File: src/rtl/cpu_paketa.sv
// Shared constants and types for the CPU datapath blocks.
// Holds the default word width, channel-select type, counter width and slot states.
package cpu_paketa;

  localparam int unsigned WIDTH_DEF = 16;
  localparam int unsigned SW_DEF    = 2;
  localparam int unsigned CNT_W     = 16;

  typedef logic [SW_DEF-1:0] zgjedhje_t;

  typedef enum logic {
    SLOT_EMPTY = 1'b0,
    SLOT_FULL  = 1'b1
  } gjendje_slot_t;

endpackage

File: src/rtl/slot_dalje.sv
// One-entry output holding slot: loads on i_ngarko, empties when drained without a load.
// Data is kept after a drain; only the full flag clears.
module slot_dalje
  import cpu_paketa::*;
#(
  parameter int unsigned WIDTH = WIDTH_DEF
) (
  input  logic             Clock,
  input  logic             Reset,
  input  logic             i_ngarko,
  input  logic [WIDTH-1:0] i_data,
  input  logic             i_gati,
  output logic [WIDTH-1:0] o_data,
  output logic             o_valid
);

  gjendje_slot_t    r_gjendje;
  logic [WIDTH-1:0] r_data;

  always_ff @(posedge Clock) begin
    if (Reset) begin
      r_gjendje <= SLOT_EMPTY;
      r_data    <= '0;
    end else if (i_ngarko) begin
      // a load wins over a same-edge drain, giving one word per cycle
      r_gjendje <= SLOT_FULL;
      r_data    <= i_data;
    end else if (r_gjendje == SLOT_FULL && i_gati) begin
      r_gjendje <= SLOT_EMPTY;
    end
  end

  assign o_data  = r_data;
  assign o_valid = (r_gjendje == SLOT_FULL);

endmodule

File: src/rtl/demux_1ne4_regjistruar.sv
// Registered 1-to-N demultiplexer with valid/ready handshake and per-channel slots.
// Out-of-range selects are accepted, discarded and flagged on Gabim for one cycle.
module demux_1ne4_regjistruar
  import cpu_paketa::*;
#(
  parameter int unsigned WIDTH = WIDTH_DEF,
  parameter int unsigned N     = 4,
  parameter int unsigned SW    = SW_DEF
) (
  input  logic               Clock,
  input  logic               Reset,
  input  logic [WIDTH-1:0]   Hyrja,
  input  logic [SW-1:0]      S,
  input  logic               HyrjaValid,
  output logic               HyrjaGati,
  output logic [N*WIDTH-1:0] Dalja,
  output logic [N-1:0]       DaljaValid,
  input  logic [N-1:0]       DaljaGati,
  output logic               Gabim,
  output logic [CNT_W-1:0]   NumeruesiPranimeve
);

  logic             w_pranim;
  logic             w_jashte;
  logic [N-1:0]     w_ngarko;
  logic [CNT_W-1:0] r_numeruesi;
  logic             r_gabim;

  // Selects that match no channel leave the ready default of 1.
  always_comb begin
    HyrjaGati = 1'b1;
    for (int unsigned i = 0; i < N; i++) begin
      if (S == SW'(i)) HyrjaGati = !DaljaValid[i] | DaljaGati[i];
    end
  end

  assign w_pranim = HyrjaValid & HyrjaGati;

  always_comb begin
    w_ngarko = '0;
    for (int unsigned i = 0; i < N; i++) begin
      w_ngarko[i] = w_pranim && (S == SW'(i));
    end
  end

  generate
    if (N < (2 ** SW)) begin : g_jashte
      assign w_jashte = (32'(S) >= N);
    end else begin : g_plote
      assign w_jashte = 1'b0;
    end
  endgenerate

  generate
    for (genvar g = 0; g < N; g++) begin : g_slot
      slot_dalje #(
        .WIDTH(WIDTH)
      ) u_slot (
        .Clock   (Clock),
        .Reset   (Reset),
        .i_ngarko(w_ngarko[g]),
        .i_data  (Hyrja),
        .i_gati  (DaljaGati[g]),
        .o_data  (Dalja[g*WIDTH +: WIDTH]),
        .o_valid (DaljaValid[g])
      );
    end
  endgenerate

  always_ff @(posedge Clock) begin
    if (Reset) begin
      r_gabim     <= 1'b0;
      r_numeruesi <= '0;
    end else begin
      r_gabim <= w_pranim & w_jashte;
      if (w_pranim) r_numeruesi <= r_numeruesi + CNT_W'(1);
    end
  end

  assign Gabim              = r_gabim;
  assign NumeruesiPranimeve = r_numeruesi;

endmodule
File: config.mk
export PLATFORM = sky130hd
export DESIGN_NAME = demux_1ne4_regjistruar
export DESIGN_NICKNAME = d
export VERILOG_FILES = /design/src/rtl/cpu_paketa.sv /design/src/rtl/slot_dalje.sv /design/src/rtl/demux_1ne4_regjistruar.sv
export SDC_FILE = /design/constraint.sdc
export NUM_CORES = 1
export LEC_CHECK = 0
export ABC_AREA = 1
export CAP_MARGIN = 20
export CELL_PAD_IN_SITES_DETAIL_PLACEMENT = 1
export CELL_PAD_IN_SITES_GLOBAL_PLACEMENT = 2
export CORE_ASPECT_RATIO = 1.2
export CORE_MARGIN = 2
export CORE_UTILIZATION = 23
export DETAILED_ROUTE_END_ITERATION = 8
export PLACE_DENSITY = 0.79
export SLEW_MARGIN = 10
export SYNTH_ARGS = -nofsm -noshare
export SYNTH_HDL_FRONTEND = slang
export SYNTH_SLANG_ARGS = --single-unit
File: constraint.sdc
create_clock -name Clock -period 1.7 [get_ports Clock]
set_clock_uncertainty 0.2 [all_clocks]
set_input_delay 0.255 -clock Clock [delete_from_list [all_inputs] [get_ports Clock]]
set_output_delay 0.255 -clock Clock [all_outputs]
set_load 0.1 [all_outputs]
Word level (Yosys, flattened, before mapping):

Cells that the tools add are included.

* bits in registers: 84
* bits in latches: 0
* memory bits (writable): 0
* memory bits (read-only): 0
* input bits: 25
* output and inout bits: 86
* logic and storage cells: 47
* memories kept: 0

* add/subtract/negate cells: 1
* multipliers: 0
* divide/modulo/power cells: 0
* magnitude comparators: 0
* eq/ne operators: 3
* shift operators: 0
* muxes and demuxes: 12
* bitwise logic cells: 5
* reductions and logical operators: 17

Operators by type and width (number)
* $add A16 B1 Y16 const B: 1
* $mux W1: 12
* $logic_and A1 B1 Y1: 8
* $reduce_bool A2 Y1: 4
* $eq A2 B2 Y1 const B: 2
* $logic_not A1 Y1: 4
* $or A1 B1 Y1: 4
* $eq A2 B1 Y1 const B: 1
* $logic_not A2 Y1: 1
* $and A1 B1 Y1: 1

Longest topological paths before layout:

Gate-level depths: netlist (run 1).

* word-level depth: 9
* depth in mapped cells: 11
* depth with buffers taken out: 10

By module:

Synthesis (run 1) repeated with hierarchy kept, for this count alone.

* cell total of the unflattened synthesis: 484
* area total of the unflattened synthesis: 3512.1 um^2

Modules (own cells, without submodules)
* slot_dalje: instances 4, cells an instance 73, area each 588.1 um^2, seq. area each 340.3 um^2
* demux_1ne4_regjistruar: instances 1, cells an instance 192, area each 1159.9 um^2, seq. area each 320.3 um^2

Least setup slack after synthesis (run 1):

Ideal clock, no wire load.

* kind: register -> register
* from: register r_numeruesi[0] (netlist: NumeruesiPranimeve[0])
* to: register r_numeruesi[12] (netlist: NumeruesiPranimeve[12])
* setup time: 0.132 ns
* data arrival time: 2.065 ns
* required time: 1.368 ns
* setup slack: -0.697 ns
* stages on the path, launching flop included: 9
* buffers on the path: 0
* clock period less this slack: 2.397 ns
* cell sequence: dfxtp_1 > ha_1 > nand2_1 > nor2_1 > nand3_1 > nand2_1 > nand2_1 > nand2_1 > a21oi_1

* cells in the longest elaborated chain, start to end: 1

RTL lines
* start: declaration: RTL line demux_1ne4_regjistruar.sv:26 `logic [CNT_W-1:0] r_numeruesi;`
* start signal: assignment: RTL line demux_1ne4_regjistruar.sv:76 `if (w_pranim) r_numeruesi <= r_numeruesi + CNT_W'(1);`
* $add A16 B1 Y16: RTL line demux_1ne4_regjistruar.sv:76

No other way between the ends.
A chain may end at the register's enable or synchronous reset.

Worst setup path after layout (run 1):

* from: register g_slot[0].u_slot.r_gjendje
* to: register g_slot[0].u_slot.r_data[5]

* cells in the longest elaborated chain, start to end: 8

RTL lines
* start: declaration: RTL line slot_dalje.sv:17 `gjendje_slot_t r_gjendje;`
* start signal: assignment: RTL line slot_dalje.sv:22 `r_gjendje <= SLOT_EMPTY;`
* start signal: assignment: RTL line slot_dalje.sv:26 `r_gjendje <= SLOT_FULL;`
* start signal: assignment: RTL line slot_dalje.sv:29 `r_gjendje <= SLOT_EMPTY;`
* $logic_not A1 Y1: RTL line demux_1ne4_regjistruar.sv:33 `if (S == SW'(i)) HyrjaGati = !DaljaValid[i] | DaljaGati[i];`
* $or A1 B1 Y1: RTL line demux_1ne4_regjistruar.sv:33
* $mux W1 (4 in series): RTL line demux_1ne4_regjistruar.sv:33
* $and A1 B1 Y1: RTL line demux_1ne4_regjistruar.sv:37 `assign w_pranim = HyrjaValid & HyrjaGati;`
* $logic_and A1 B1 Y1: RTL line demux_1ne4_regjistruar.sv:42 `w_ngarko[i] = w_pranim && (S == SW'(i));`
* end signal: assignment: RTL line slot_dalje.sv:27 `r_data <= i_data;`
* end: declaration: RTL line slot_dalje.sv:18 `logic [WIDTH-1:0] r_data;`

No other way between the ends.

==> flow_summary.toml, run 1 <==
[clocking]
ctsRootBufferMaster = "clkbuf_16"
cts_max_level = 3
path_clk_slew_ns = 0.07
cts_buffers = 9
clock_path_buffers = 2
cts_tree = "built"
clock-sinks = 84
worstSkewPairLatency_ns = 0.35

[logic_synthesis]
netlist_top_cells_area = "dfxtp_1 (41%), nand2_1 (18%), nor2_1 (13%)"
synth_cell_types = 26
syn-num-nets = 678
yosys-top-cells-count = "nand2_1 (196), nor2_1 (138), inv_1 (120), dfxtp_1 (84), nand4_1 (22)"
yosysSeqAreaShare_pct = 40.8
yosysTopAreaCellShare_pct = 40.8
synth_most_common_cell = "nand2_1"
synth-edff-count = 0
async_flop_share_pct = 0
yosysTopAreaCell = "dfxtp_1"
syn_avg_cell_area_um2 = 6.32
yosys_warnings = 0
synth_cells = 652
synth.ff_latch_count = 84
ys.flop_type = "dfxtp_1"
syn_area_um2 = 4120

[routing]
drt-total-wl_um = 15700
routedWlPerCell_um = 15.3
vias = 4484
firstDrtPassIters = 4
drt-initial-drc-count = 167
vias_per_cell = 4.39
drc = 0
final_antenna_net_count = 0

[timing]
slew_violations = 0
layout_setup_ws_ns = -0.165
period_share_pct = 110
finalSetupTns_ns = -4.82
timing.fmax_mhz = 536
finalHoldViolations = 0
hold_slack_ns = 0.162
period_needed_ns = 1.87
setup_viol = 50
rsz0062_at_grt = "yes"

[min_path]
holdPathStages = 4
worstHoldStart = "DaljaGati[1]"
hold_path.class = "input pin to register"
holdPathEnd = "g_slot[1].u_slot.o_valid$_SDFFE_PP0P_"

[finish]
multiInputGateArea_um2 = 2070
fin_cells = 1022
n_fill_cell = 2089
nets = 823
drive_gt1_share_pct = 32.2
regArea_um2 = 1720
area_growth_pct = 80.5
insertedDiodeCount = 0

[place]
post-place-ws_ns = -0.425
place_inst = 985
dp_hpwl_um = 10500
place_congestion = 0.828
portBuffers = 109

[setup_path]
cp_num_buf_inv = 4
worstPathMaxFanout = 6
slowest_stage = "dfxtp_2"
crit_family = "simple AND/OR/NAND/NOR gates"
cp.arrival_ns = 1.90
reg2reg_depth = 11
worstPathRequired_ns = 1.74
cp-end-kind = "register"
r2r-start = "g_slot[0].u_slot.o_valid$_SDFFE_PP0P_"
reg2reg_slack_ns = -0.17
regToRegEndpoint = "g_slot[0].u_slot.o_data[5]$_SDFFE_PP0P_"
start_kind = "register"
path_class = "register to register"
max_stage_delay_ns = 0.33
crit_chain = "inv_2 -> nor2_4 -> nand2_4 -> buf_6 -> nand2_4 -> nor2_4 -> buf_6 -> nand4_4 -> clkbuf_16 -> nor2_1 -> nor2_1"

[global_route]
gr-total-overflow = 0
first_global_vias = 4485
grt_use_total_pct = 15.4
grt_pass1_wl_um = 23100
grt_max_degree = 34
antenna_found_initial = 0

[pwr]
pwr_density_cell_nw_per_um2 = 774
irDropWorstVdd_mv = 0.437
pwr-share-seq_pct = 37.3
swShare_pct = 35.3
comb_power_share_pct = 27.6
internal_power_mw = 3.73
clock_power_share_pct = 35.0
netSwitchingPower_mw = 2.03
leakage_nw = 3.41

[outcome]
violations = "setup timing"
run_status = "finished with violations"

[floorplanning]
die_area_um2 = 19000
num_io_pins = 111
start_util_pct = 23.5
fp.dieH_um = 151
core-area_um2 = 17600
std_cell_rows = 53
die_x_um = 126

[flow_run]
drv_cap = 0
-- final cells by class --
cell class	instances	share of cell area (%)
sequential	84	23.2
timing repair buffer	165	35.2
multi-input combinational	415	27.8
clock inverter	6	0.689
clock buffer	10	3.36
tap	220	3.70
inverter	122	6.15
-- tightest hold or removal path, cell delays in order --
cell and delay [ns]:
dlygate4sd2_1 0.24, nor2_2 0.07, inv_1 0.06, a21oi_2 0.05
-- power groups by stage --
stage	Clock, mW	Sequential (mW)	Combinational, mW
after CTS	2.08	2.15	1.51
final	2.02	2.15	1.59
after detailed placement	0	2.20	1.47
after floorplan	0	2.72	0.333
after global routing	2.20	2.16	1.67
after global placement	0	2.19	1.45
-- cells by family after synthesis --
kind of cell / count (synthesis) / synth area share [%]
AND/OR/NAND/NOR: 388 / 39.4
buffers and inverters: 153 / 16.1
flip-flops: 84 / 40.8
AO/OA/AOI/OAI: 22 / 2.67
XOR/XNOR: 3 / 0.637
adder cells (fa/ha/maj): 1 / 0.303
other: 1 / 0.0910
-- per-layer routing --
layer  track usage, %  wire, µm  vias to the layer above
met3             2.74       455                       11
met4             4.62       152                        0
met2             28.4      8560                       91
li1                 -         -                     2209
met1             18.2      6510                     2173
met5                0         0                        -
-- metrics by stage --
step	power, mW	utilization [%]	instance area, µm²
global placement	3.65	37.3	6550
CTS	5.74	40.1	7040
floorplan	3.05	-	4170
global route	6.03	42.3	7440
finish	5.76	42.3	7440
detailed placement	3.67	37.3	6550
-- worst max-delay path by stage --
| stage | startpoint | slack, ns | to | cells past startpoint |
|---|---|---|---|---|
| final | g_slot[0].u_slot.o_valid$_SDFFE_PP0P_ | -0.17 | g_slot[0].u_slot.o_data[5]$_SDFFE_PP0P_ | 11 |
| after global routing | g_slot[0].u_slot.o_valid$_SDFFE_PP0P_ | -0.23 | g_slot[0].u_slot.o_data[5]$_SDFFE_PP0P_ | 11 |
| after CTS | g_slot[2].u_slot.o_valid$_SDFFE_PP0P_ | -0.17 | HyrjaGati | 7 |
| after detailed placement | S[1] | -0.42 | HyrjaGati | 7 |
| after global placement | DaljaGati[2] | -0.39 | HyrjaGati | 9 |
| after floorplan | NumeruesiPranimeve[8]$_SDFFE_PP0N_ | 0.01 | NumeruesiPranimeve[15]$_SDFFE_PP0N_ | 7 |
-- state kept, by name, indices dropped and copies added (netlist names) --
name / count
NumeruesiPranimeve: 16
g_slot.u_slot.o_data: 64
g_slot.u_slot.o_valid: 4
-- timing repair --
| item | CTS | global route |
|---|---|---|
| pin swaps | 7 | 17 |
| cloned | 2 | 8 |
| setup buffers | 10 | 3 |
| resized for setup | 34 | 72 |
| hold buffers | 0 | 0 |
| endpoints found under the setup margin | 46 | 80 |
-- cells in the final DEF (no fill, tap or decap), types with 4 or more instances in the layout --
| master | n |
|---|---|
| a21oi_1 | 14 |
| buf_12 | 93 |
| buf_4 | 32 |
| buf_6 | 8 |
| clkbuf_16 | 17 |
| clkdlybuf4s50_1 | 19 |
| dfxtp_1 | 65 |
| dfxtp_2 | 12 |
| dfxtp_4 | 7 |
| dlygate4sd2_1 | 5 |
| inv_1 | 115 |
| inv_2 | 6 |
| nand2_1 | 166 |
| nand2_2 | 23 |
| nand2_4 | 9 |
| nand3_1 | 16 |
| nand4_1 | 22 |
| nand4_4 | 4 |
| nor2_1 | 109 |
| nor2_2 | 26 |
| nor2_4 | 7 |
| o21ai_0 | 4 |
(Power assumes the default switching activity.)
==> inputs of run 2 (changes only) <==
==> constraint.sdc (replaced) <==
create_clock -name Clock -period 1.7 [get_ports Clock]
set_clock_uncertainty 0.2 [all_clocks]
set_input_delay 0.17 -clock Clock [delete_from_list [all_inputs] [get_ports Clock]]
set_output_delay 0.17 -clock Clock [all_outputs]
set_load 0.1 [all_outputs]
==> flow_summary.toml, run 2 (same netlist as run 1, synthesis figures left out) <==
[outcome]
run_status = "finished with violations"
violations = "setup timing"

[timing]
rsz0062_at_grt = "yes"
slew_violations = 0
finalSetupTns_ns = -0.395
setup_viol = 16
period_share_pct = 103
finalHoldViolations = 0
layout_setup_ws_ns = -0.0544
period_needed_ns = 1.75
timing.fmax_mhz = 570

[place]
dp_hpwl_um = 10300
place_congestion = 0.786
post-place-ws_ns = -0.364
place_inst = 979
placed_area_um2 = 6490
portBuffers = 109

[routing]
vias_per_cell = 4.32
drc = 0
vias = 4368
routedWlPerCell_um = 14.3
drt-initial-drc-count = 187
final_antenna_net_count = 0
drt-total-wl_um = 14500
firstDrtPassIters = 4

[clocking]
clock_path_buffers = 2
cts_buffers = 9
path_clk_slew_ns = 0.07
cts_max_level = 3
ctsHoldBuffers = 0
clock-sinks = 84
cts_tree = "built"
ctsRootBufferMaster = "clkbuf_16"
worstSkewPairLatency_ns = 0.34

[setup_path]
path_class = "input pin to output port"
start_kind = "input pin"
crit_chain = "clkdlybuf4s50_1 -> nor2_4 -> nand2_2 -> nand3_4 -> nor2_4 -> buf_12 -> buf_12"
cp-end-kind = "output port"
cp.arrival_ns = 1.38
worstPathRequired_ns = 1.33
worstPathMaxFanout = 2
crit_family = "buffers and inverters"
cp_num_buf_inv = 3
max_stage_delay_ns = 0.54
slowest_stage = "clkdlybuf4s50_1"

[finish]
regArea_um2 = 1720
most-common-layout-cells = "nand2_1 (179), nor2_1 (125), inv_1 (115)"
postLayoutCoreUtil_pct = 41.0
drive_gt1_share_pct = 27.9
multiInputGateArea_um2 = 1950
nets = 813
insertedDiodeCount = 0
largest_reg_flops = 64
final_common_cell = "nand2_1"
area_growth_pct = 74.6
fin_cells = 1012
fin_area_um2 = 7200
n_fill_cell = 2092

[floorplanning]
die_area_um2 = 19000
die_x_um = 126
core-area_um2 = 17600
std_cell_rows = 53
start_util_pct = 23.5
num_io_pins = 111
fp.dieH_um = 151

[pwr]
pwr_density_cell_nw_per_um2 = 831
comb_power_share_pct = 25.4
irDropWorstVdd_mv = 0.411
leakage_nw = 3.35
netSwitchingPower_mw = 1.95
swShare_pct = 32.5
clock_power_share_pct = 38.7
internal_power_mw = 4.03
pwr-share-seq_pct = 36.0

[global_route]
first_global_vias = 4402
grt_max_degree = 34
grt_pass1_wl_um = 22400
antenna_found_initial = 0
gr-total-overflow = 0
grt_use_total_pct = 14.9

[flow_run]
drv_cap = 0

[min_path]
hold_path.class = "input pin to register"
==> run 2: through the flow <==
| stage | hold slack, ns | power, mW |
|---|---|---|
| 3_3_place_gp | 0.303 | 3.63 |
| 6_report | 0.250 | 5.98 |
| 3_5_place_dp | 0.313 | 3.66 |
| 5_1_grt | 0.284 | 6.22 |
| 2_1_floorplan | 0.105 | 3.05 |
| 4_1_cts | 0.112 | 6.00 |
==> run 2: area by class of cell <==
type	count	area share, %
timing repair buffer	155	34.0
multi-input combinational	415	27.1
sequential	84	23.9
inverter	122	6.36
tap	220	3.82
clock buffer	9	3.13
clock inverter	7	1.69
==> run 2: final timing paths <==
kind / start / to / slack, ns / depth (start not counted)
setup / recovery: DaljaGati[1] / HyrjaGati / -0.05 / 7
hold / removal: DaljaGati[2] / g_slot[2].u_slot.o_valid$_SDFFE_PP0P_ / 0.25 / 5
setup reg to reg: g_slot[1].u_slot.o_valid$_SDFFE_PP0P_ / g_slot[1].u_slot.o_data[6]$_SDFFE_PP0P_ / -0.03 / 8
hold reg to reg: NumeruesiPranimeve[14]$_SDFFE_PP0N_ / NumeruesiPranimeve[14]$_SDFFE_PP0N_ / 0.32 / 2
==> run 2: layer usage <==
| metal | global-route usage, % | vias up | wire (µm) |
|---|---|---|---|
| li1 | - | 2184 | - |
| met1 | 18.5 | 2071 | 6330 |
| met2 | 26.1 | 96 | 7490 |
| met3 | 2.59 | 17 | 492 |
| met4 | 5.16 | 0 | 210 |
| met5 | 0 | - | 0 |
==> run 2: timing repair <==
item / in CTS / in global routing
resized for setup: 14 / 50
gates cloned: 0 / 4
pin swaps: 6 / 17
buffers inserted: 9 / 4
endpoints found under the hold margin: 0 / 0
setup endpoints to repair: 2 / 63
==> run 2: tightest hold or removal path, cell delays in order <==
cell and delay (ns):
dlygate4sd2_1 0.23, inv_1 0.10, nand2_2 0.10, buf_4 0.10
a21oi_1 0.05
==> run 2: power groups by stage <==
stage	combinational (mW)	sequential, mW	clock (mW)
final	1.52	2.15	2.31
after global routing	1.60	2.16	2.46
after CTS	1.48	2.15	2.37
after detailed placement	1.46	2.20	0
after global placement	1.44	2.19	0
after floorplan	0.333	2.72	0
==> inputs of run 3 (changes only) <==
--- a/config.mk
+++ b/config.mk
@@ -11,10 +11,11 @@
 export CELL_PAD_IN_SITES_GLOBAL_PLACEMENT = 2
 export CORE_ASPECT_RATIO = 1.2
 export CORE_MARGIN = 2
-export CORE_UTILIZATION = 23
+export CORE_UTILIZATION = 22
 export DETAILED_ROUTE_END_ITERATION = 8
-export PLACE_DENSITY = 0.79
+export PLACE_DENSITY = 0.76
 export SLEW_MARGIN = 10
 export SYNTH_ARGS = -nofsm -noshare
 export SYNTH_HDL_FRONTEND = slang
+export SYNTH_HIERARCHICAL = 1
 export SYNTH_SLANG_ARGS = --single-unit
==> flow_summary.toml, run 3 <==
[setup_path]
worstPathRequired_ns = 1.79
slowest_stage = "dfxtp_4"
crit_family = "simple AND/OR/NAND/NOR gates"
max_stage_delay_ns = 0.34
crit_chain = "inv_2 -> nor2_2 -> nand2_1 -> inv_1 -> nor2_2 -> nand3_4 -> buf_6 -> nor2_4 -> buf_12 -> buf_4 -> o21ai_0 -> nor2_1"
path_class = "register to register"
cp.arrival_ns = 1.93
cp_num_buf_inv = 5
reg2reg_slack_ns = -0.14
cpMostUsedCell = "nor2_2"
regToRegEndpoint = "g_slot[3].u_slot/o_data[6]$_SDFFE_PP0P_"
r2r-start = "g_slot[2].u_slot/o_valid$_SDFFE_PP0P_"
worstPathMaxFanout = 5
cp-end-kind = "register"
reg2reg_depth = 12
start_kind = "register"

[timing]
period_share_pct = 108
finalSetupTns_ns = -3.98
setup_viol = 61
rsz0062_at_grt = "yes"
worst_pin_slew_ns = 0.852
hold_slack_ns = 0.323
timing.fmax_mhz = 542
max_slew_margin_pct = 43.2
period_needed_ns = 1.84
layout_setup_ws_ns = -0.144
slew_violations = 0
finalHoldViolations = 0

[finish]
largest_reg_flops = 64
final_common_cell = "nor2_1"
drive_gt1_share_pct = 40.4
nets = 654
area_growth_pct = 92.1
fin_area_um2 = 6750
n_fill_cell = 1801
fin_cells = 841
postLayoutCoreUtil_pct = 43.1
insertedDiodeCount = 0
most-common-layout-cells = "nor2_1 (128), buf_12 (91), dfxtp_1 (65)"

[routing]
final_antenna_net_count = 0
routedWlPerCell_um = 17.0
drc = 0
drt-initial-drc-count = 158
drt-total-wl_um = 14300
firstDrtPassIters = 4
vias_per_cell = 4.48
vias = 3764

[logic_synthesis]
synth_most_common_cell = "nor2_1"
ys.flop_type = "dfxtp_1"
syn_avg_cell_area_um2 = 7.26
yosysTopAreaCellShare_pct = 47.9
yosysSeqAreaShare_pct = 47.9
yosys-top-cells-count = "nor2_1 (153), dfxtp_1 (84), nand2_1 (66), o21ai_0 (64), inv_1 (29)"
syn_area_um2 = 3510
synth.ff_latch_count = 84
yosys_warnings = 6
syn-num-nets = 510
async_flop_share_pct = 0
synth_cells = 484
synth-edff-count = 0
netlist_top_cells_area = "dfxtp_1 (48%), nor2_1 (16%), o21ai_0 (9.1%)"
synth_cell_types = 24
yosysTopAreaCell = "dfxtp_1"

[global_route]
first_global_vias = 4025
gr-total-overflow = 0
antenna_found_initial = 0
grt_max_degree = 18
grt_pass1_wl_um = 21800
grt_use_total_pct = 16.6

[floorplanning]
std_cell_rows = 50
fp.dieH_um = 142
core-area_um2 = 15600
num_io_pins = 111
start_util_pct = 22.5
die_x_um = 119
die_area_um2 = 17000

[flow_run]
drv_cap = 0

[clocking]
clock-sinks = 84
ctsRootBufferMaster = "clkbuf_16"
cts_max_level = 3
clock_path_buffers = 2
cts_tree = "built"
worstSkewPairLatency_ns = 0.35
path_clk_slew_ns = 0.07
cts_buffers = 9

[min_path]
holdPathStages = 4
worstHoldStart = "DaljaGati[2]"
holdPathEnd = "g_slot[2].u_slot/o_valid$_SDFFE_PP0P_"
hold_path.class = "input pin to register"

[place]
place_inst = 810
portBuffers = 109
dp_hpwl_um = 10200
placed_area_um2 = 5890
post-place-ws_ns = -0.596
place_congestion = 0.816

[outcome]
run_status = "finished with violations"
violations = "setup timing"

[pwr]
irDropWorstVdd_mv = 0.517
pwr_density_cell_nw_per_um2 = 865
leakage_nw = 2.69
p_total_mw = 5.84
## run 3: changes by cell type in the layout (fill, tap and decap cells not counted), sizes merged, moves of 4 or more
cell / change
nor2: +17
o21ai: +65
nand2: -128
inv: -86
buf: -4
nand4: -20
## run 3: what timing repair did
action / CTS / global route
gates resized for setup: 84 / 73
pin swaps: 43 / 55
endpoints found under the setup margin: 70 / 85
hold buffers: 0 / 0
setup buffers: 4 / 6
cloned: 1 / 4
## run 3: tightest hold or removal path: stages
cell and delay, ns:
clkdlybuf4s50_1 0.49, inv_1 0.05, nand2_1 0.08, a21oi_2 0.05
## run 3: worst max-delay path by stage
| stage | startpoint | to | slack, ns | cells after the start |
|---|---|---|---|---|
| 6_report | g_slot[2].u_slot/o_valid$_SDFFE_PP0P_ | g_slot[3].u_slot/o_data[6]$_SDFFE_PP0P_ | -0.14 | 12 |
| 5_1_grt | g_slot[2].u_slot/o_valid$_SDFFE_PP0P_ | g_slot[1].u_slot/o_data[1]$_SDFFE_PP0P_ | -0.21 | 11 |
| 4_1_cts | g_slot[0].u_slot/o_valid$_SDFFE_PP0P_ | g_slot[0].u_slot/o_data[11]$_SDFFE_PP0P_ | -0.13 | 11 |
| 3_5_place_dp | S[0] | g_slot[0].u_slot/o_data[4]$_SDFFE_PP0P_ | -0.60 | 11 |
| 3_3_place_gp | S[1] | g_slot[2].u_slot/o_data[3]$_SDFFE_PP0P_ | -0.47 | 11 |
| 2_1_floorplan | g_slot[2].u_slot/o_valid$_SDFFE_PP0P_ | g_slot[0].u_slot/o_data[10]$_SDFFE_PP0P_ | -0.20 | 12 |
## run 3: final cells by class
type	instances	area (µm²)	area share, %
clock buffers	10	250	3.71
well taps	208	260	3.86
inverters	34	158	2.34
clock inverters	6	75.1	1.11
multi-input cells	349	1880	27.9
repair inverters	2	22.5	0.334
repair buffers	148	2360	35.0
flip-flops and latches	84	1740	25.8
## run 3: layer usage
layer	up-vias	GRT usage, %	wire length (µm)
met1	1826	17.7	5660
met2	90	30.4	7600
met3	10	6.77	949
li1	1838	-	-
met4	0	3.84	127
met5	-	0	0
## run 3: where the power goes
part           internal [mW]  switching, mW  leakage, nW
Sequential              2.04          0.115        0.698
Combinational          0.535          0.982         1.83
Clock                   1.26          0.906        0.162
## run 3: cell families (layout without fill, tap and decap cells)
family / count (synthesis) / after routing / share of synthesized area [%]
compound gates: 88 / 88 / 13.2
xor+xnor: 3 / 3 / 0.748
fa+ha+maj: 1 / 1 / 0.356
buf+inv: 51 / 200 / 7.45
flops: 84 / 84 / 47.9
other cells: 1 / 1 / 0.107
simple gates: 256 / 256 / 30.3
